**src/rtl/mod_add_select_stage2.sv**
```systemverilog
// Stage 2 of the two-stage modular adder.
// Picks the reduced residue from the stage-1 dual sums, flags values that
// fall outside [0, MODULUS) and hands the result out through a valid/ready
// port backed by a 2-entry skid buffer (main register M, skid register S).
//
// Handshake: a transfer happens on a rising edge where valid && ready are
// both high. A producer keeps its data stable until that transfer happens.
// in_ready comes straight from a flop (it is high while S is empty) and
// never depends combinationally on out_ready.
module mod_add_select_stage2 #(
  parameter int DATA_WIDTH = 18,
  parameter int MODULUS    = 177147,
  parameter int CNT_WIDTH  = 16
) (
  input  logic                  clk,
  input  logic                  rst_n,
  input  logic                  in_valid,
  output logic                  in_ready,
  input  logic [DATA_WIDTH-1:0] sum_raw,
  input  logic [DATA_WIDTH-1:0] sum_sub,
  input  logic                  sign_in,
  output logic                  out_valid,
  input  logic                  out_ready,
  output logic [DATA_WIDTH-1:0] out_data,
  output logic                  out_err,
  input  logic                  err_clr,
  output logic [CNT_WIDTH-1:0]  err_count
);

  // One extra bit keeps the compare correct even if MODULUS == 2^DATA_WIDTH.
  localparam logic [DATA_WIDTH:0]  LP_MOD     = (DATA_WIDTH + 1)'(MODULUS);
  localparam logic [CNT_WIDTH-1:0] LP_CNT_MAX = {CNT_WIDTH{1'b1}};

  logic [DATA_WIDTH-1:0] w_sel;
  logic                  w_fault;
  logic                  w_accept;
  logic                  w_drain;

  logic [DATA_WIDTH-1:0] r_m_data;
  logic                  r_m_err;
  logic                  r_m_valid;
  logic [DATA_WIDTH-1:0] r_s_data;
  logic                  r_s_err;
  logic                  r_s_valid;
  logic                  r_in_ready;
  logic [CNT_WIDTH-1:0]  r_err_count;

  logic [DATA_WIDTH-1:0] w_m_data_nxt;
  logic                  w_m_err_nxt;
  logic                  w_m_valid_nxt;
  logic [DATA_WIDTH-1:0] w_s_data_nxt;
  logic                  w_s_err_nxt;
  logic                  w_s_valid_nxt;
  logic                  w_in_ready_nxt;
  logic [CNT_WIDTH-1:0]  w_err_count_nxt;

  // Select the reduced residue and range-check it; classify handshake events.
  always_comb begin
    w_sel    = sign_in ? sum_raw : sum_sub;
    w_fault  = ({1'b0, w_sel} >= LP_MOD);
    w_accept = in_valid && r_in_ready;
    w_drain  = r_m_valid && out_ready;
  end

  // Skid buffer update: new data goes to M unless M is stalled, then to S.
  // An accept cannot coincide with S being full since in_ready is low then.
  always_comb begin
    w_m_data_nxt  = r_m_data;
    w_m_err_nxt   = r_m_err;
    w_m_valid_nxt = r_m_valid;
    w_s_data_nxt  = r_s_data;
    w_s_err_nxt   = r_s_err;
    w_s_valid_nxt = r_s_valid;
    if (w_accept) begin
      if (!r_m_valid || out_ready) begin
        w_m_data_nxt  = w_sel;
        w_m_err_nxt   = w_fault;
        w_m_valid_nxt = 1'b1;
      end else begin
        w_s_data_nxt  = w_sel;
        w_s_err_nxt   = w_fault;
        w_s_valid_nxt = 1'b1;
      end
    end else if (w_drain) begin
      if (r_s_valid) begin
        w_m_data_nxt  = r_s_data;
        w_m_err_nxt   = r_s_err;
        w_m_valid_nxt = 1'b1;
        w_s_valid_nxt = 1'b0;
      end else begin
        w_m_valid_nxt = 1'b0;
      end
    end
    w_in_ready_nxt = !w_s_valid_nxt;
  end

  // Saturating fault counter; a clear wins over a same-cycle fault.
  always_comb begin
    w_err_count_nxt = r_err_count;
    if (err_clr) begin
      w_err_count_nxt = '0;
    end else if (w_accept && w_fault && (r_err_count != LP_CNT_MAX)) begin
      w_err_count_nxt = r_err_count + CNT_WIDTH'(1);
    end
  end

  // State registers with synchronous active-low reset.
  always_ff @(posedge clk) begin
    if (!rst_n) begin
      r_m_data    <= '0;
      r_m_err     <= 1'b0;
      r_m_valid   <= 1'b0;
      r_s_data    <= '0;
      r_s_err     <= 1'b0;
      r_s_valid   <= 1'b0;
      r_in_ready  <= 1'b1;
      r_err_count <= '0;
    end else begin
      r_m_data    <= w_m_data_nxt;
      r_m_err     <= w_m_err_nxt;
      r_m_valid   <= w_m_valid_nxt;
      r_s_data    <= w_s_data_nxt;
      r_s_err     <= w_s_err_nxt;
      r_s_valid   <= w_s_valid_nxt;
      r_in_ready  <= w_in_ready_nxt;
      r_err_count <= w_err_count_nxt;
    end
  end

  assign in_ready  = r_in_ready;
  assign out_valid = r_m_valid;
  assign out_data  = r_m_data;
  assign out_err   = r_m_err;
  assign err_count = r_err_count;

endmodule
```
**config.mk**
```make
export PLATFORM = sky130hd
export DESIGN_NAME = mod_add_select_stage2
export DESIGN_NICKNAME = d
export VERILOG_FILES = /design/src/rtl/mod_add_select_stage2.sv
export SDC_FILE = /design/constraint.sdc
export NUM_CORES = 1
export LEC_CHECK = 0
export ABC_CLOCK_PERIOD_IN_PS = 2400
export CAP_MARGIN = 0
export CORE_MARGIN = 2
export CORE_UTILIZATION = 30
export CTS_CLUSTER_SIZE = 10
export DETAILED_ROUTE_END_ITERATION = 8
export SLEW_MARGIN = 30
export SYNTH_ARGS = -nofsm -noshare
export SYNTH_HDL_FRONTEND = slang
export SYNTH_SLANG_ARGS = --single-unit
```
**constraint.sdc**
```tcl
create_clock -name clk -period 2.4 [get_ports clk]
set_input_delay 0.48 -clock clk [delete_from_list [all_inputs] [get_ports clk]]
set_output_delay 0.48 -clock clk [all_outputs]
set_load 0.005 [all_outputs]
```
==> results of run 1 <==
## per-layer routing
| metal | track usage | wire [um] | up-vias | share of wire |
|---|---|---|---|---|
| li1 | - | - | 1413 | - |
| met1 | 0.213 | 3930 | 1311 | 0.49 |
| met2 | 0.223 | 3430 | 87 | 0.43 |
| met3 | 0.0468 | 548 | 10 | 0.069 |
| met4 | 0.0607 | 95 | 0 | 0.012 |
| met5 | 0 | 0 | - | 0 |
## cells by family (layout without fill, tap and decap cells)
family / after synthesis / count (layout)
flops: 57 / 57
mux: 25 / 25
buf+inv: 31 / 127
xor+xnor: 1 / 1
fa+ha+maj: 1 / 1
simple gates: 134 / 134
compound gates: 91 / 91
## state kept, by name, summed over array words and instances (netlist names)
signal and cells:
r_s_data 18, out_valid 1, r_s_err 1, err_count 16, out_err 1, in_ready 1, r_s_valid 1, out_data 18
## cell usage after synthesis, drive strengths merged, types with 5 or more instances
library cell / n
a21boi: 18
a21oi: 8
a31oi: 5
a41o: 5
and2: 5
and3: 11
buf: 10
clkbuf: 15
dfxtp: 57
inv: 6
mux2i: 25
nand2: 79
nand2b: 6
nand3: 5
nand4: 5
nor2: 10
o211a: 18
o211ai: 17
## cell type report
class,instances,area [um2],share of cell area
clock buffers,12,155,0.0366
clock inverters,3,40.0,0.00945
inverters,6,22.5,0.00531
multi-input cells,252,1690,0.399
flip-flops and latches,57,1140,0.269
well taps,133,166,0.0393
repair buffers,106,1020,0.241
## worst min-delay path by stage
stage | from | to
final | out_data[16] | out_data[16]
after global routing | out_data[16] | out_data[16]
after CTS | out_data[16] | out_data[16]
after detailed placement | out_data[16] | out_data[16]
after global placement | out_data[10] | out_data[10]
after floorplan | out_data[0] | out_data[0]
## worst max-delay path, cell delays in order
cell,delay (ps)
clkdlybuf4s50_1,440
buf_12,180
or3_1,370
o2bb2ai_1,170
a41oi_2,180
a32oi_2,270
buf_6,190
a31oi_1,90
a41o_1,210
## timing repair
action / CTS / global route
hold endpoints to repair: 0 / 0
setup endpoints to repair: 0 / 15
setup buffers: 0 / 0
gates resized for setup: 0 / 6
## stage by stage
stage                     area, um2  setup WS [ps]
after CTS                      4190           26.1
after global placement         4000           -239
final                          4240           38.0
after floorplan                2940            416
after global routing           4240          -25.5
after detailed placement       4000           -334
## power groups by stage
stage	Clock [mW]	Combinational, mW	Sequential (mW)
2_1_floorplan	0	0.193	1.03
6_report	0.890	0.414	1.01
3_3_place_gp	0	0.402	1.03
4_1_cts	0.927	0.407	1.01
5_1_grt	0.967	0.454	1.02
3_5_place_dp	0	0.405	1.03
==> flow_metrics.env, run 1 <==
export IMPL_hold_class="flip-flop to flip-flop"
export IMPL_synth_area_um2=2940
export IMPL_ys_warn_count=0
export IMPL_htree_num_levels=3
export IMPL_setup_violations=0
export IMPL_fin_tns_setup_ps=0
export IMPL_antenna_found_initial=0
export IMPL_synth_compound_gate_area_share=0.251
export IMPL_clk_latency_ps=330
export IMPL_placementRows=36
export IMPL_synth_cells=340
export IMPL_ant_nets=0
export IMPL_hold_violations=0
export IMPL_worstSetupStartpoint="sign_in"
export IMPL_cts_tree="built"
export IMPL_tightest_slew_ps=433
export IMPL_synthMuxAreaShare=0.0851
export IMPL_synth_top_family_by_area="compound AO/OA/AOI/OAI gates"
export IMPL_cts_sinks=57
export IMPL_cts_buffers=9
export IMPL_layout_commonest_cell="nand2_1"
export IMPL_layout_cells_non_filler=569
export IMPL_wl_mm=8.00
export IMPL_start_kind="primary input"
export IMPL_synth_edf_count=0
export IMPL_synth_top_area_frac=0.388
export IMPL_synthSimpleGateAreaFrac=0.222
export IMPL_post_drt_via_cell_ratio=4.96
export IMPL_n_fill_cell=965
export IMPL_holdWs_ps=458
export IMPL_synth_xor_area_share=0.00298
export IMPL_vias=2821
export IMPL_mostFrequentLayoutCells="79 x nand2_1, 78 x clkdlybuf4s50_1, 57 x dfxtp_1, 25 x mux2i_1, 24 x buf_4"
export IMPL_outcome="finished, final reports clean"
export IMPL_end_kind="flip-flop"
export IMPL_grt_first_pass_wirelength_mm=12.6
export IMPL_drt_pass1_iterations=4
export IMPL_grt_usage=0.154
export IMPL_diodes=0
export IMPL_period_share=0.984
export IMPL_slew_violations=0
export IMPL_p_int_mw=1.74
export IMPL_fin_worst_skew_ps=6.86
export IMPL_r2r_end="err_count[14]"
export IMPL_synth_fa_ha_area_frac=0.00425
export IMPL_ys_types=47
export IMPL_hold_buffers=0
export IMPL_avgSynthCellArea_um2=8.65
export IMPL_yosys_area_top_type="dfxtp_1"
export IMPL_layout_nets=475
export IMPL_cts_root_buffer_cell="clkbuf_8"
export IMPL_crit_type="primary input to flip-flop"
export IMPL_vdd_ir_drop_worst_mv=0.218
export IMPL_grt_pass1_vias=2669
export IMPL_ios=79
export IMPL_clkPwrFrac=0.384
export IMPL_r2r_slack_ps=460
export IMPL_drt_first_iter_violations=97
export IMPL_start_util=0.305
export IMPL_cp_max_fo=24
export IMPL_switching_share=0.250
export IMPL_clock_path_buffers=2
export IMPL_powerDensity_nw_per_um2=546
export IMPL_comb_power_share=0.179
export IMPL_maxCapViolations=0
export IMPL_fin_util=0.440
export IMPL_timing_slew_headroom=0.711
export IMPL_rr_worst_depth=7
export IMPL_worstReg2RegStart="err_count[0]"
export IMPL_syn_num_nets=383
export IMPL_seqPwrFrac=0.437
export IMPL_whs_path_depth=2
export IMPL_ys_ff_latch=57
export IMPL_arrival_ps=2580
export IMPL_io_buffers=78
export IMPL_fmax_mhz=423
export IMPL_routedWlPerCell_um=14.1
export IMPL_dieArea_um2=10600
export IMPL_place_detailed_instances=553
export IMPL_grt_max_degree=38
export IMPL_p_switching_mw=0.579
export IMPL_synth_ff_type="dfxtp_1"
export IMPL_synthTopCellsByArea="dfxtp_1 39%, nand2_1 10%, mux2i_1 8.5%"
export IMPL_p_total_mw=2.31
export IMPL_period_minus_slack_ps=2360
export IMPL_gr_total_overflow=0
export IMPL_die_h_um=103
export IMPL_drcViolationCount=0
export IMPL_drive_gt1_frac=0.122
export IMPL_async_flop_share=0
export IMPL_core_area_um2=9640
export IMPL_ys_seq_area_frac=0.388
export IMPL_critPathRequiredTime_ps=2620
export IMPL_rsz0062_at_grt="yes"
export IMPL_clkTransAtPathRegs_ps=60
export IMPL_syn2layout_area_growth_pct=44.1
export IMPL_p_leak_nw=1.89
export IMPL_place_congestion=0.788
export IMPL_endpoint="err_count[14]"
export IMPL_die_x_um=103
export IMPL_dpl_hpwl_mm=5.71
(Power assumes the default switching activity.)
==> run 2, diff against run 1 <==
ABC_CLOCK_PERIOD_IN_PS = default   (was 2400)
CORE_UTILIZATION = 48   (was 30)
HOLD_SLACK_MARGIN = 0.05   (was default)
PLACE_DENSITY = 0.79   (was default)
==> run 2 against run 1 <==
Effect of this change: register-to-register slack improved by 30 ps; setup slack improved by 180 ps; cell count decreased by 9.8%; fmax increased by 8.4%; largest power group unchanged; clock skew increased by 2.9 ps; highest routed layer unchanged; clock-buffer cell count unchanged; die area decreased by 36%; via count increased by 2.0%; hold slack improved by 4.6 ps; sequential power about the same; global-route usage increased by 7.4 points; clock power decreased by 7.9%.
==> flow_metrics.env, run 2 (synthesized netlist as in run 1, its figures left out) <==
export IMPL_diodes=0
export IMPL_grt_usage=0.228
export IMPL_arrival_ps=2380
export IMPL_fin_worst_skew_ps=9.79
export IMPL_dpl_hpwl_mm=5.45
export IMPL_ant_nets=0
export IMPL_fin_area_um2=4170
export IMPL_die_x_um=82.3
export IMPL_end_kind="flip-flop"
export IMPL_start_kind="primary input"
export IMPL_wl_mm=8.04
export IMPL_clock_path_buffers=2
export IMPL_max_stage_delay_ps=510
export IMPL_place_area_um2=3910
export IMPL_cts_root_buffer_cell="clkbuf_8"
export IMPL_routedWlPerCell_um=15.7
export IMPL_worstSetupStartpoint="sum_raw[3]"
export IMPL_start_util=0.497
export IMPL_ios=79
export IMPL_tightest_slew_ps=548
export IMPL_layout_cells_non_filler=513
export IMPL_cts_tree="built"
export IMPL_layout_commonest_cell="nand2_1"
export IMPL_cts_buffers=9
export IMPL_cp_max_fo=4
export IMPL_crit_type="primary input to flip-flop"
export IMPL_io_buffers=78
export IMPL_grt_pass1_vias=2569
export IMPL_place_detailed_instances=493
export IMPL_vias=2877
export IMPL_rsz0062_at_grt="no"
export IMPL_timing_slew_headroom=0.635
export IMPL_period_minus_slack_ps=2180
export IMPL_clkTransAtPathRegs_ps=70
export IMPL_whs_path_depth=2
export IMPL_powerDensity_nw_per_um2=540
export IMPL_htree_num_levels=3
export IMPL_layout_nets=476
export IMPL_slew_violations=0
export IMPL_setup_violations=0
export IMPL_period_share=0.908
export IMPL_worstReg2RegStart="err_count[0]"
export IMPL_r2r_slack_ps=490
export IMPL_syn2layout_area_growth_pct=41.8
export IMPL_dieArea_um2=6770
export IMPL_rr_worst_depth=8
export IMPL_endpoint="err_count[10]"
export IMPL_fin_tns_setup_ps=0
export IMPL_antenna_found_initial=0
export IMPL_place_congestion=0.847
export IMPL_slowest_stage="clkdlybuf4s50_1"
export IMPL_drt_pass1_iterations=5
export IMPL_grt_first_pass_wirelength_mm=11.7
export IMPL_die_h_um=82.3
export IMPL_gr_total_overflow=0
export IMPL_maxCapViolations=0
export IMPL_r2r_end="err_count[10]"
export IMPL_drcViolationCount=0
export IMPL_clk_latency_ps=340
export IMPL_placementRows=28
export IMPL_hold_class="flip-flop to flip-flop"
export IMPL_vdd_ir_drop_worst_mv=0.365
export IMPL_critPathRequiredTime_ps=2600
export IMPL_core_area_um2=5920
export IMPL_outcome="finished, final reports clean"
export IMPL_cts_sinks=57
export IMPL_grt_max_degree=41
export IMPL_crit_path_cell_trace="clkdlybuf4s50_1, nor4bb_1, o2bb2ai_2, a41oi_2, a32oi_2, buf_2, buf_4, a21o_1, a21oi_1"
export IMPL_drive_gt1_frac=0.130
export IMPL_p_leak_nw=1.90
export IMPL_fmax_mhz=459
export IMPL_fin_util=0.704
export IMPL_drt_first_iter_violations=131
export IMPL_mostFrequentLayoutCells="79 x nand2_1, 77 x clkdlybuf4s50_1, 57 x dfxtp_1, 25 x mux2i_1, 24 x buf_4"
export IMPL_post_drt_via_cell_ratio=5.61
export IMPL_hold_violations=0
[run 2: layer usage]
metal	wire length (um)	vias up	GRT usage
li1	-	1419	-
met1	3620	1369	0.282
met2	3910	79	0.374
met3	412	10	0.0511
met4	102	0	0.108
met5	0	-	0
[run 2: repair_timing]
item,CTS,global route
gates resized for setup,0,8
hold buffers,0,0
buffers inserted,0,1
setup endpoints to repair,0,13
[run 2: report_power, final]
| part | leakage (nW) | switching (mW) | internal (mW) |
|---|---|---|---|
| Sequential | 0.464 | 0.0240 | 0.988 |
| Clock | 0.0846 | 0.391 | 0.429 |
| Combinational | 1.35 | 0.198 | 0.223 |
[run 2: cell type report]
class                      count  area (um2)
clock buffer                  12         155
inverter                       6        22.5
multi-input combinational    252        1690
clock inverter                 4        27.5
timing repair buffer         107        1040
fill                         465        1750
sequential                    57        1140
tap                           75        93.8
[run 2: metrics by stage]
step | setup slack [ps] | hold slack [ps] | power [mW]
floorplan | 416 | 457 | 1.22
global placement | -177 | 448 | 1.42
detailed placement | -273 | 457 | 1.43
CTS | 78.2 | 464 | 2.24
global route | 135 | 489 | 2.34
finish | 221 | 463 | 2.25
[run 2: how the worst min path moves through the flow]
| stage | start | slack [ps] | to |
|---|---|---|---|
| 3_3_place_gp | out_data[4] | 450 | out_data[4] |
| 4_1_cts | out_data[4] | 460 | out_data[4] |
| 3_5_place_dp | out_data[4] | 460 | out_data[4] |
| 5_1_grt | out_data[8] | 490 | out_data[8] |
| 2_1_floorplan | out_data[0] | 460 | out_data[0] |
| 6_report | out_data[4] | 460 | out_data[4] |
[run 2: critical path, delay by kind of cell]
family                 cells  cell delay (ps)
buffers and inverters      3              840
AOI/OAI and AO/OA          5              690
and+or+nand+nor            1              370
